**src/rtl/program_dumper_pkg.sv**
```systemverilog
// Shared core types for the program dumper: sequencer and serial
// transmitter state encodings, default bit timing and small helpers
// for word/byte addressing.
package program_dumper_pkg;

    // 100 MHz system clock / 115200 baud
    localparam int unsigned DEFAULT_CLKS_PER_BIT = 868;

    // Width of the word index and captured word count
    localparam int unsigned WORD_IDX_W = 16;

    // Bytes carried per program word
    localparam int unsigned BYTES_PER_WORD = 4;

    // Dump sequencer states
    typedef enum logic [2:0] {
        IDLE,
        FETCH,
        LATCH,
        SEND,
        FINISH
    } dump_state_t;

    // Serial transmitter states
    typedef enum logic [1:0] {
        TX_IDLE,
        TX_START,
        TX_DATA,
        TX_STOP
    } tx_state_t;

    // Byte address of program word idx; the upper bits stay zero so the
    // full 16-bit index range never wraps.
    function automatic logic [31:0] word_addr(input logic [WORD_IDX_W-1:0] idx);
        return {14'b0, idx, 2'b00};
    endfunction

    // Little-endian byte sel of a 32-bit word
    function automatic logic [7:0] word_byte(input logic [31:0] w, input logic [1:0] sel);
        return w[{sel, 3'b000} +: 8];
    endfunction

endpackage

```
**src/rtl/program_dumper_tx.sv**
```systemverilog
// 8N1 UART transmitter. Accepts a byte when idle and start is high,
// then drives start bit, eight data bits LSB first and a stop bit, each
// CLKS_PER_BIT cycles long. busy is high exactly while a frame is on
// the line; the line idles high.
module uart_transmitter
    import program_dumper_pkg::*;
#(
    parameter int unsigned CLKS_PER_BIT = DEFAULT_CLKS_PER_BIT
) (
    input  logic       clk,
    input  logic       reset,
    input  logic [7:0] data,
    input  logic       start,
    output logic       busy,
    output logic       TX
);

    localparam int unsigned CNT_W = (CLKS_PER_BIT > 1) ? $clog2(CLKS_PER_BIT) : 1;
    localparam logic [CNT_W-1:0] BIT_LAST = CNT_W'(CLKS_PER_BIT - 1);

    tx_state_t        state;
    logic [CNT_W-1:0] clk_cnt;
    logic [2:0]       bit_idx;
    logic [7:0]       shreg;
    logic             bit_end;

    assign bit_end = (clk_cnt == BIT_LAST);

    // Frame sequencer: bit timing, shifting and line drive
    always_ff @(posedge clk or posedge reset) begin
        if (reset) begin
            state   <= TX_IDLE;
            clk_cnt <= '0;
            bit_idx <= '0;
            shreg   <= '0;
            busy    <= 1'b0;
            TX      <= 1'b1;
        end else begin
            case (state)
                TX_IDLE: begin
                    clk_cnt <= '0;
                    TX      <= 1'b1;
                    if (start) begin
                        shreg <= data;
                        TX    <= 1'b0;
                        busy  <= 1'b1;
                        state <= TX_START;
                    end
                end

                TX_START: begin
                    if (bit_end) begin
                        clk_cnt <= '0;
                        bit_idx <= '0;
                        TX      <= shreg[0];
                        state   <= TX_DATA;
                    end else begin
                        clk_cnt <= clk_cnt + 1'b1;
                    end
                end

                TX_DATA: begin
                    if (bit_end) begin
                        clk_cnt <= '0;
                        if (bit_idx == 3'd7) begin
                            TX    <= 1'b1;
                            state <= TX_STOP;
                        end else begin
                            // shreg[0] is the bit now on the line, so the next one is shreg[1]
                            bit_idx <= bit_idx + 3'd1;
                            shreg   <= {1'b0, shreg[7:1]};
                            TX      <= shreg[1];
                        end
                    end else begin
                        clk_cnt <= clk_cnt + 1'b1;
                    end
                end

                TX_STOP: begin
                    if (bit_end) begin
                        clk_cnt <= '0;
                        busy    <= 1'b0;
                        state   <= TX_IDLE;
                    end else begin
                        clk_cnt <= clk_cnt + 1'b1;
                    end
                end

                default: begin
                    state <= TX_IDLE;
                    busy  <= 1'b0;
                    TX    <= 1'b1;
                end
            endcase
        end
    end

endmodule

```
**src/rtl/program_dumper.sv**
```systemverilog
// Program memory dumper. On a rising start edge, reads count 32-bit
// words from program memory (word i at byte address 4*i) and sends each
// word over the UART as four bytes, least significant byte first.
// The next word is fetched while the previous word's last byte is still
// on the line, so frames within a dump are separated by at most two
// idle cycles.
module program_dumper
    import program_dumper_pkg::*;
#(
    parameter int unsigned CLKS_PER_BIT = DEFAULT_CLKS_PER_BIT
) (
    input  logic        clk,
    input  logic        reset,
    input  logic        start,
    input  logic [15:0] count,
    output logic [31:0] pmemaddr,
    output logic        pmemre,
    input  logic [31:0] pmemdata,
    output logic        RsTx,
    output logic        busy,
    output logic        done
);

    dump_state_t           state;
    logic                  start_q;
    logic                  armed;
    logic                  start_edge;
    logic [WORD_IDX_W-1:0] word_idx;
    logic [WORD_IDX_W-1:0] word_cnt;
    logic [31:0]           word;
    logic [1:0]            byte_idx;
    logic                  draining;
    logic                  last_word;
    logic                  tx_start;
    logic [7:0]            tx_data;
    logic                  tx_busy;

    // armed stays low after reset until start has been seen low, so a
    // start held high through reset release cannot fake a rising edge.
    assign start_edge = start & ~start_q & armed;

    // Widened compare so index+1 cannot wrap against count=65535
    assign last_word = ({1'b0, word_idx} + 17'd1) == {1'b0, word_cnt};

    // Start input sampling for edge detection
    always_ff @(posedge clk or posedge reset) begin
        if (reset) begin
            start_q <= 1'b0;
            armed   <= 1'b0;
        end else begin
            start_q <= start;
            if (!start) begin
                armed <= 1'b1;
            end
        end
    end

    // Dump sequencer: word fetch, byte issue to the transmitter, completion
    always_ff @(posedge clk or posedge reset) begin
        if (reset) begin
            state    <= IDLE;
            pmemaddr <= '0;
            pmemre   <= 1'b0;
            busy     <= 1'b0;
            done     <= 1'b0;
            word_idx <= '0;
            word_cnt <= '0;
            word     <= '0;
            byte_idx <= '0;
            draining <= 1'b0;
            tx_start <= 1'b0;
            tx_data  <= '0;
        end else begin
            done <= 1'b0;
            case (state)
                IDLE: begin
                    if (start_edge) begin
                        if (count != '0) begin
                            busy     <= 1'b1;
                            word_idx <= '0;
                            word_cnt <= count;
                            pmemaddr <= word_addr('0);
                            pmemre   <= 1'b1;
                            state    <= FETCH;
                        end else begin
                            done  <= 1'b1;
                            state <= FINISH;
                        end
                    end
                end

                FETCH: begin
                    pmemre <= 1'b0;
                    state  <= LATCH;
                end

                LATCH: begin
                    word     <= pmemdata;
                    byte_idx <= '0;
                    draining <= 1'b0;
                    // First word finds the transmitter idle: issue byte 0
                    // straight from the memory bus to save a cycle.
                    if (!tx_busy) begin
                        tx_start <= 1'b1;
                        tx_data  <= pmemdata[7:0];
                    end
                    state <= SEND;
                end

                SEND: begin
                    if (tx_start) begin
                        // Transmitter took the byte this cycle
                        tx_start <= 1'b0;
                        if (byte_idx == 2'd3) begin
                            if (last_word) begin
                                draining <= 1'b1;
                            end else begin
                                word_idx <= word_idx + 1'b1;
                                pmemaddr <= word_addr(word_idx + 1'b1);
                                pmemre   <= 1'b1;
                                state    <= FETCH;
                            end
                        end else begin
                            byte_idx <= byte_idx + 2'd1;
                        end
                    end else if (draining) begin
                        if (!tx_busy) begin
                            draining <= 1'b0;
                            busy     <= 1'b0;
                            done     <= 1'b1;
                            state    <= FINISH;
                        end
                    end else if (!tx_busy) begin
                        tx_start <= 1'b1;
                        tx_data  <= word_byte(word, byte_idx);
                    end
                end

                FINISH: begin
                    state <= IDLE;
                end

                default: begin
                    state    <= IDLE;
                    pmemre   <= 1'b0;
                    busy     <= 1'b0;
                    tx_start <= 1'b0;
                    draining <= 1'b0;
                end
            endcase
        end
    end

    uart_transmitter #(
        .CLKS_PER_BIT(CLKS_PER_BIT)
    ) u_tx (
        .clk   (clk),
        .reset (reset),
        .data  (tx_data),
        .start (tx_start),
        .busy  (tx_busy),
        .TX    (RsTx)
    );

endmodule

```
**config.mk**
```make
export PLATFORM = sky130hd
export DESIGN_NAME = program_dumper
export DESIGN_NICKNAME = d
export VERILOG_FILES = /design/src/rtl/program_dumper_pkg.sv /design/src/rtl/program_dumper_tx.sv /design/src/rtl/program_dumper.sv
export SDC_FILE = /design/constraint.sdc
export NUM_CORES = 1
export LEC_CHECK = 0
export CAP_MARGIN = 40
export CORE_MARGIN = 2
export CORE_UTILIZATION = 45
export CTS_CLUSTER_SIZE = 20
export DETAILED_ROUTE_END_ITERATION = 12
export GPL_ROUTABILITY_DRIVEN = 1
export GPL_TIMING_DRIVEN = 0
export PLACE_DENSITY = 0.78
export SLEW_MARGIN = 20
export SYNTH_ARGS = -nofsm -noshare
export SYNTH_HDL_FRONTEND = slang
export SYNTH_SLANG_ARGS = --single-unit
```
**constraint.sdc**
```tcl
create_clock -name clk -period 3.55 [get_ports clk]
set_input_delay 0.8875 -clock clk [delete_from_list [all_inputs] [get_ports clk]]
set_output_delay 0.8875 -clock clk [all_outputs]
set_load 0.02 [all_outputs]
```
# Word-level counts from Yosys, hierarchy flattened
# Index checks and enable logic that the tools add are counted.
# totals
output_inout_bits,36
input_bits,51
regBits,141
# classes
n_addsub,5
n_reduce_logical,27
n_shift,1
n_eq_ne,33
n_mux,78
bitwise_logic,6
# ops
op,count
$mux 32,5
$mux 16,5
$pmux 32 s2,1
$mux 8,7
$pmux 16 s2,1
$pmux 8 s2,2
$shiftx 32x6->8,1
$mux 3,10
$mux 1,27
$ne 2x2->1 const B,13
$pmux 10 s2,1
$reduce_and 6->1,3
$add 16x1->17 const B,1
$eq 17x16->1,1
$add 16x1->16 const B,1
$reduce_bool 16->1,1
$ne 3x3->1 const B,5
$reduce_and 3->1,5
$reduce_and 5->1,3
$mux 2,7
$pmux 1 s3,4
$pmux 3 s4,1
$add 10x1->10 const B,1
$eq 10x10->1 const B,1
other kinds (23),43

# Depth between registers and ports, before layout
# Gate-level depths: netlist of the first run.
# logic_depth
ltp_word,6
ltp_mapped,10

# Cells and area by module
# Synthesis of the first run repeated with hierarchy kept, for this count alone.
# unflattened
hier_cells,549
area_unflattened_um2,5916.9
# modules_own_cells
module,n_inst,cells_per_inst,area_each_um2
program_dumper,1,422,4571.9
uart_transmitter,1,127,1345.0

# Least setup slack after synthesis of the first run
# OpenSTA, ideal clock, no wires.
# synth_path
path_kind,register -> register
startpoint,register pmemaddr[3] (netlist name)
endpoint,register pmemaddr[4]
setup_slack_ps,769
arrival_time_ps,2660
setup_time_ps,121
required_time_ps,3429
path_stages_with_launch,10
cell_sequence,dfrtp_1 > ha_1 > nand3_1 > or4_1 > xnor2_1 > nand4_1 > nor4_4 > buf_6 > o22ai_1 > a22o_1
# synth_lines
element,line_no,source
end signal: assignment,program_dumper.sv:82,pmemaddr <= word_addr('0);
end signal: assignment,program_dumper.sv:119,pmemaddr <= word_addr(word_idx + 1'b1);
end: declaration,program_dumper.sv:16,"output logic [31:0] pmemaddr,"

==> key figures, run 1 <==
Logic synthesis
  • Syn Inst Count: 548
  • Synth top area share: 0.4648
  • Mean Syn Cell Area: 10.61 um^2
  • Seq/Total Area, Yosys: 0.4693
  • Post-synthesis cell type count: 53
  • Primary FF master, synth: dfrtp_1
  • Synth async-reset ratio: 1.000
  • Count leader, synth: dfrtp_1
  • Syn Std Cell Area: 0.005814 mm^2
  • Post-synthesis register bit count: 109
  • Yosys top cell by area: dfrtp_1
  • Main area contributors after synthesis: dfrtp_1, mux2_2, nand2_1
  • Post-synth top cells: dfrtp_1, nand2_1, mux2_2
  • EDFF count, synth: 0
  • Synth warnings: 0

Global route
  • First-pass GRT wire length: 21470 um
  • Largest net degree at the start of global routing: 36
  • Total track usage: 0.1901
  • Vias in the first global route: 4377
  • Initial antenna violation count: 0
  • Grt ovf: 0

Route
  • DRC Markers: 0
  • Total number of vias: 4492
  • TritonRoute pass-1 iters: 8
  • Drt total wl: 12870 um
  • Wire per inst: 15.58 um
  • Detailed Route Iter0 Violations: 399
  • Antenna Nets Post-Route: 0
  • Vias per cell: 5.438

Die
  • Top Ports: 87
  • Die Wd: 117.7 um
  • Rows: 41
  • Initial Utilization: 0.4607
  • Die extent in y: 117.7 um
  • DIE AREA: 0.01385 mm^2
  • Core Region: 0.01262 mm^2

Place
  • I/O Buffers: 70
  • GP Congestion: 0.8730
  • Placed cell area: 0.006904 mm^2
  • Pre-CTS setup slack: -213.2 ps
  • DP HPWL: 9604 um

Setup path
  • Bufs and invs on worst path: 1
  • Max incr delay on CP: 650 ps
  • Crit path kind: reg -> reg
  • Top delay family on crit path: simple AND/OR/NAND/NOR gates
  • Worst-path cell chain: ha_1 > nand3_1 > or4_1 > xnor2_1 > nand4_1 > nor4_4 > o31a_4 > buf_6 > a22o_1
  • Type of element capturing the critical path: register
  • Critical path data required time: 3840 ps
  • CP arrival: 3530 ps
  • CP Launch Type: register
  • CP Max Fanout: 10
  • Slowest cell on crit path: or4_1

CTS
  • CTS tree: done
  • H-tree depth: 3
  • Clock Pin Slew Worst Setup and Hold Paths: 70 ps
  • Root Driver: clkbuf_16
  • Clock buffer depth: 2
  • TritonCTS Sinks: 109
  • CTS buffer count: 9
  • Clock latency at the later pin of the worst-skew pair: 350 ps

STA
  • Worst slew pin tran: 834.3 ps
  • Final Setup Violations: 0
  • Max-slew violations: 0
  • Final worst path period share: 0.9148
  • Setup_tns: 0 ps
  • FMAX: 0.3079 GHz
  • Tmin final: 3248 ps
  • Max_slew headroom: 0.4438
  • Min Hold Slack: 472.1 ps
  • Worst Setup Slack, final: 302.4 ps
  • RSZ-0062 raised after global routing: no
  • Worst Skew: 11.78 ps
  • Final hold violation count: 0

Finish
  • Fill cells: 1067
  • Share of cells above drive strength 1: 0.1758
  • Fin nets: 710
  • ANT cells: 0
  • Fin area: 0.007197 mm^2
  • Area grow syn2layout: 23.78%

Power
  • Leakage: 3.126 nW
  • Pwr/cell area: 536.5 mW/mm^2
  • PnR Total Power: 3.861 mW
  • Max VDD drop: 0.2917 mV

Run
  • Max Cap Viol: 0

Run status
  • Status: finished, final reports clean

Min path
  • Hold Crit Class: reg -> reg
[area by class of cell]
type	count	area, um^2	area share
multi-input cells	393	2828	0.3929
flip-flops and latches	109	2729	0.3792
repair buffers	75	814.5	0.1132
plain buffers	45	260.3	0.03616
clock buffers	11	242.7	0.03373
well taps	172	215.2	0.02990
inverters	16	63.81	0.008866
clock inverters	5	43.79	0.006085
[worst register-to-register path: stages (launching register included)]
cell     delay (ps)
dfrtp_1         480
ha_1            340
nand3_1         260
or4_1           650
xnor2_1         160
nand4_1         180
nor4_4          540
o31a_4          270
buf_6           160
a22o_1          150
[cell families after synthesis]
| logic type | count (synthesis) | synth area share |
|---|---|---|
| fa+ha+maj | 10 | 0.02152 |
| buf+inv | 61 | 0.05509 |
| mux | 72 | 0.1517 |
| flops | 109 | 0.4693 |
| compound gates | 101 | 0.1136 |
| other cells | 1 | 0.0006450 |
| xor+xnor | 29 | 0.04368 |
| simple gates | 165 | 0.1444 |
[through the flow]
stage / util / instances
global placement: 0.5381 / 805
CTS: 0.5698 / 826
global route: 0.5703 / 826
detailed placement: 0.5471 / 810
floorplan: - / 563
finish: 0.5703 / 826
[worst paths after layout]
kind / to / cells past startpoint / start / slack [ps]
hold / removal: armed / 1 / armed / 470
max in group asynchronous: u_tx.shreg[1] / 5 / reset / 1870
min in group asynchronous: pmemaddr[5] / 2 / reset / 890
setup / recovery: pmemaddr[8] / 9 / pmemaddr[3] / 300
setup reg to reg: pmemaddr[8] / 9 / pmemaddr[3] / 300
hold reg to reg: armed / 1 / armed / 470
[repair_timing]
| action | in CTS | in global routing |
|---|---|---|
| buffers inserted | 0 | 0 |
| hold buffers | 0 | 0 |
| resized for setup | 0 | 1 |
| endpoints found under the setup margin | 0 | 5 |
[flip-flops by register name, summed over array words and instances, names as in the netlist]
register      cells
u_tx.state        2
u_tx.busy         1
u_tx.clk_cnt     10
word             32
state             3
draining          1
u_tx.TX           1
done              1
pmemaddr         16
pmemre            1
tx_data           8
byte_idx          2
u_tx.bit_idx      3
busy              1
armed             1
start_q           1
tx_start          1
word_cnt         16
u_tx.shreg        8
[layout by cell type (no fill, tap or decap), drive strengths merged, types with 4 or more instances in the layout]
cell / n
dfrtp: 108
clkdlybuf4s50: 70
nand2: 56
mux2: 49
o21ai: 43
nor2: 30
clkbuf: 30
buf: 30
xnor2: 19
inv: 17
a22o: 16
conb: 16
mux2i: 15
or3: 14
a21oi: 12
nor4: 12
nand3: 11
xor2: 10
ha: 10
nand4: 8
o31ai: 8
mux4: 8
nor3: 6
nand2b: 6
a21o: 4
nor2b: 4
and3: 4
[routing by layer]
metal,vias to the layer above,part of all wire,global-route usage
li1,2137,-,-
met2,149,0.48,0.3012
met5,-,0,0
met3,22,0.057,0.02859
met4,0,0.019,0.07380
met1,2184,0.45,0.2641
[power by group]
group	leakage, nW	switching, mW	internal (mW)
Clock	0.134	0.462	0.505
Sequential	1.37	0.191	1.53
Combinational	1.62	0.574	0.602
Total	3.13	1.23	2.63
No activity file was read; power rests on OpenSTA's default activity.
==> run 2, diff against run 1 <==
PLACE_DENSITY = 0.8   (was 0.78)
==> run 2 against run 1 <==
Combinational power is essentially flat. Clock power is essentially flat. Die area is the same. Critical endpoint is now pmemaddr[6]. Non-clock buffer count unchanged. Clock skew decreased by 4.0 ps. Worst setup slack got worse by 75 ps.
==> key figures, run 2 (same netlist as run 1, synthesis figures left out) <==
Run status
  • Status: finished, final reports clean

Die
  • DIE AREA: 0.01385 mm^2
  • Die Wd: 117.7 um
  • Die extent in y: 117.7 um
  • Initial Utilization: 0.4607
  • Rows: 41
  • Core Region: 0.01262 mm^2
  • Top Ports: 87

Setup path
  • Crit path kind: reg -> reg
  • Max incr delay on CP: 650 ps
  • CP Launch Type: register
  • Type of element capturing the critical path: register
  • Worst-path cell chain: ha_1 > nand3_1 > or4_1 > xnor2_1 > nand4_1 > nor4_4 > buf_6 > o22ai_1 > a22o_1
  • CP Max Fanout: 10
  • Critical path data required time: 3780 ps
  • Slowest cell on crit path: or4_1
  • CP arrival: 3560 ps

Finish
  • Most common cell after layout, fill and taps aside: dfrtp_1
  • Share of cells above drive strength 1: 0.1758
  • Area grow syn2layout: 23.07%
  • Final Core Density: 0.5670
  • Storage cell area: 0.002729 mm^2
  • Non-filler cells, final: 826
  • Fill cells: 1067
  • Biggest register: word
  • Fin nets: 710
  • Most frequent cells in the layout: dfrtp_1, clkdlybuf4s50_1, nand2_1
  • Max reg flops: 32
  • Largest regs: word: 32 flops, pmemaddr: 16 flops, word_cnt: 16 flops
  • Multi-input logic area: 0.002828 mm^2
  • ANT cells: 0

STA
  • RSZ-0062 raised after global routing: no
  • Max_slew headroom: 0.4918
  • Final hold violation count: 0
  • Setup_tns: 0 ps
  • Final Setup Violations: 0
  • Worst slew pin tran: 762.3 ps
  • Final worst path period share: 0.9358
  • FMAX: 0.3010 GHz
  • Worst Skew: 7.785 ps
  • Tmin final: 3322 ps
  • Max-slew violations: 0

Place
  • I/O Buffers: 70
  • GP Congestion: 0.8674
  • Cells after DPL: 809
  • DP HPWL: 9867 um

CTS
  • CTS buffer count: 9
  • Clock Pin Slew Worst Setup and Hold Paths: 70 ps
  • Clock buffer depth: 2
  • CTS tree: done
  • Clock latency at the later pin of the worst-skew pair: 350 ps
  • Hold buffer count at cts: 0
  • TritonCTS Sinks: 109
  • Root Driver: clkbuf_16
  • H-tree depth: 3

Route
  • Wire per inst: 15.96 um
  • Drt total wl: 13190 um
  • Vias per cell: 5.552
  • Detailed Route Iter0 Violations: 357
  • DRC Markers: 0
  • Total number of vias: 4586
  • Antenna Nets Post-Route: 0
  • TritonRoute pass-1 iters: 7

Run
  • Max Cap Viol: 0

Min path
  • Hold Crit Class: reg -> reg

Global route
  • Initial antenna violation count: 0
  • Total track usage: 0.1943
  • First-pass GRT wire length: 22020 um
  • Largest net degree at the start of global routing: 36
  • Grt ovf: 0
  • Vias in the first global route: 4514

Power
  • Internal: 2.627 mW
  • Leakage: 3.122 nW
  • Clock power share: 0.248
  • Net load switching power: 1.259 mW
  • Share of power burned in registers: 0.443
  • Logic pwr share: 0.309
  • PnR Total Power: 3.886 mW
  • Switching Share: 0.3240
  • Pwr/cell area: 543.0 mW/mm^2
  • Max VDD drop: 0.2781 mV
==> run 2: changes by cell type in the layout (fill, tap and decap cells not counted) <==
cell,previous run,this run
clkdlybuf4s15_2,1,0
buf_12,1,3
clkinv_2,0,1
clkinvlp_4,3,1
buf_2,6,7
buf_16,3,0
inv_6,1,2
inv_8,1,2
buf_6,2,3
clkbuf_8,1,0
==> run 2: final timing paths <==
path | end | from | cells past startpoint | slack [ps]
max | pmemaddr[6] | pmemaddr[3] | 9 | 230
max reg2reg | pmemaddr[6] | pmemaddr[3] | 9 | 230
min reg2reg | armed | armed | 1 | 480
max in group asynchronous | tx_data[6] | reset | 5 | 1730
min | armed | armed | 1 | 480
min in group asynchronous | word_cnt[6] | reset | 2 | 880
==> run 2: cell type report <==
cell class / count / area share
sequential: 109 / 0.3814
timing repair buffer: 75 / 0.1086
clock buffer: 10 / 0.03200
inverter: 16 / 0.008918
buffer: 45 / 0.03637
tap: 172 / 0.03008
multi-input combinational: 393 / 0.3952
clock inverter: 6 / 0.007519
==> run 2: layer usage <==
layer	routed length (um)	part of all wire	global-route usage
met3	841	0.064	0.03585
met2	6511	0.49	0.3143
met1	5603	0.42	0.2636
met4	229	0.017	0.06702
met5	0	0	0
==> run 2: power groups by stage <==
stage	logic (mW)	registers [mW]	clock network [mW]
2_1_floorplan	0.852	1.71	0
3_3_place_gp	1.12	1.72	0
3_5_place_dp	1.18	1.74	0
4_1_cts	1.20	1.72	0.982
5_1_grt	1.34	1.76	1.04
6_report	1.20	1.72	0.965
==> run 2: stage by stage <==
step                      setup slack, ps  hold WS [ps]  instance area [um^2]
after detailed placement           -268.5         467.0                  6855
after CTS                           98.66         486.9                  7138
after global routing                73.41         497.6                  7156
after global placement             -123.4         449.8                  6790
final                               227.8         481.9                  7156
after floorplan                     768.7         435.1                  5874
==> run 2: worst max-delay path, delay by kind of cell, from the launching register on <==
kind            cells  cell delay [ps]
xor+xnor            1              170
flops               1              500
fa+ha+maj           1              350
compound gates      2              300
simple gates        4             1630
buf+inv             1              240
==> run 2: what timing repair did <==
action	in CTS	in global routing
setup endpoints to repair	0	5
gates resized for setup	0	1
setup buffers	0	0
==> run 3, diff against run 2 <==
CORE_MARGIN = not set   (was 2)
REMOVE_ABC_BUFFERS = 1   (was not set)
==> run 3 against run 2 <==
Largest power group unchanged. Clock power is 7% higher. Highest routed layer unchanged. Clock-buffer cell count is 1 lower. Design area is 2.9% lower. Largest cell class unchanged. Utilization is 1.7 points lower. Clock skew is 2.2 ps higher. Flip-flop and latch count stayed put. Critical path type unchanged. First-iteration DRC count is 26% lower. Combinational power is 11% lower. Via count is 6.3% lower. Total power is 0.65% lower.
==> key figures, run 3 (same netlist as run 1, synthesis figures left out) <==
Setup path
  • Critical path data required time: 3840 ps
  • CP Max Fanout: 15
  • FF-to-FF setup slack: 280 ps
  • Type of element capturing the critical path: register
  • CP Launch Type: register
  • CP arrival: 3560 ps
  • Crit path kind: reg -> reg

STA
  • Max_slew headroom: 0.4969
  • Setup_tns: 0 ps
  • Final hold violation count: 0
  • Final worst path period share: 0.9208
  • RSZ-0062 raised after global routing: no
  • Final Setup Violations: 0
  • FMAX: 0.3059 GHz
  • Worst Skew: 9.966 ps
  • Tmin final: 3269 ps
  • Min Hold Slack: 476.1 ps
  • Worst slew pin tran: 752.8 ps
  • Max-slew violations: 0
  • Worst Setup Slack, final: 281.1 ps

Route
  • Vias per cell: 5.485
  • Detailed Route Iter0 Violations: 263
  • DRC Markers: 0
  • Total number of vias: 4295
  • Drt total wl: 11860 um
  • Antenna Nets Post-Route: 0
  • Wire per inst: 15.14 um
  • TritonRoute pass-1 iters: 4

CTS
  • Clock buffer depth: 2
  • CTS tree: done
  • TritonCTS Sinks: 109
  • Root Driver: clkbuf_16
  • Clock latency at the later pin of the worst-skew pair: 360 ps
  • Post-CTS sizing: 0
  • H-tree depth: 3
  • Hold buffer count at cts: 0
  • CTS buffer count: 9
  • Post-CTS Setup Repair Bufs: 0
  • Clock Pin Slew Worst Setup and Hold Paths: 80 ps

Power
  • Max VDD drop: 0.3239 mV
  • Pwr/cell area: 555.7 mW/mm^2
  • Leakage: 2.985 nW

Die
  • Top Ports: 87
  • Core Region: 0.01262 mm^2
  • Initial Utilization: 0.4607
  • Die Wd: 115.7 um
  • Rows: 41
  • DIE AREA: 0.01338 mm^2
  • Die extent in y: 115.7 um

Finish
  • Most frequent cells in the layout: dfrtp_1, clkdlybuf4s50_1, nand2_1
  • Max reg flops: 32
  • Largest regs: word: 32 flops, pmemaddr: 16 flops, word_cnt: 16 flops
  • Non-filler cells, final: 783
  • Most common cell after layout, fill and taps aside: dfrtp_1
  • Final Core Density: 0.5505
  • Biggest register: word
  • Share of cells above drive strength 1: 0.1506
  • ANT cells: 0
  • Area grow syn2layout: 19.47%
  • Fill cells: 1083
  • Fin nets: 667

Place
  • GP Congestion: 0.8786
  • Pre-CTS setup slack: 58.15 ps
  • Cells after DPL: 765
  • DP HPWL: 8476 um
  • I/O Buffers: 70

Run status
  • Status: finished, final reports clean

Global route
  • Largest net degree at the start of global routing: 86
  • Grt ovf: 0
  • Vias in the first global route: 4228
  • Total track usage: 0.1903
  • Initial antenna violation count: 0
  • First-pass GRT wire length: 19890 um

Min path
  • Hold Crit Class: reg -> reg

Run
  • Max Cap Viol: 0
run 3: worst max-delay path, stage by stage (launching register included):
cell     delay, ps
dfrtp_1        550
ha_1           360
nand3_1        270
or4_1          640
xnor2_1        200
nand4_1        170
nor4_4         400
buf_6          200
o31a_4         240
a22o_1         180
run 3: per-stage QoR:
step                      power, mW  instance area, um^2
after CTS                     3.900                 6932
after global routing          4.114                 6947
after floorplan               2.525                 5610
after global placement        2.790                 6526
after detailed placement      2.864                 6618
final                         3.860                 6947
run 3: routing by layer:
layer,wire (um),track usage,vias up
met5,0,0,-
met3,587,0.03504,20
met2,5841,0.3190,124
li1,-,-,2063
met4,239,0.08803,0
met1,5187,0.2401,2088
run 3: report_power, final:
| group | switching (mW) | total, mW | internal [mW] |
|---|---|---|---|
| Combinational | 0.507 | 1.07 | 0.567 |
| Sequential | 0.237 | 1.76 | 1.52 |
| Clock | 0.517 | 1.03 | 0.508 |
| Total | 1.26 | 3.86 | 2.60 |
run 3: final cells by class:
type,instances,area (um^2),share of cell area
clock buffer,9,225.2,0.03242
clock inverter,7,88.84,0.01279
inverter,16,65.06,0.009366
multi-input combinational,393,2836,0.4083
sequential,109,2729,0.3928
tap,172,215.2,0.03098
timing repair buffer,77,787.0,0.1133
run 3: final timing paths:
kind,from,to,cells after the start
max,pmemaddr[2],pmemaddr[12],9
min,armed,armed,1
max reg2reg,pmemaddr[2],pmemaddr[12],9
min reg2reg,armed,armed,1
max in group asynchronous,reset,u_tx.clk_cnt[8],3
min in group asynchronous,reset,pmemaddr[11],2
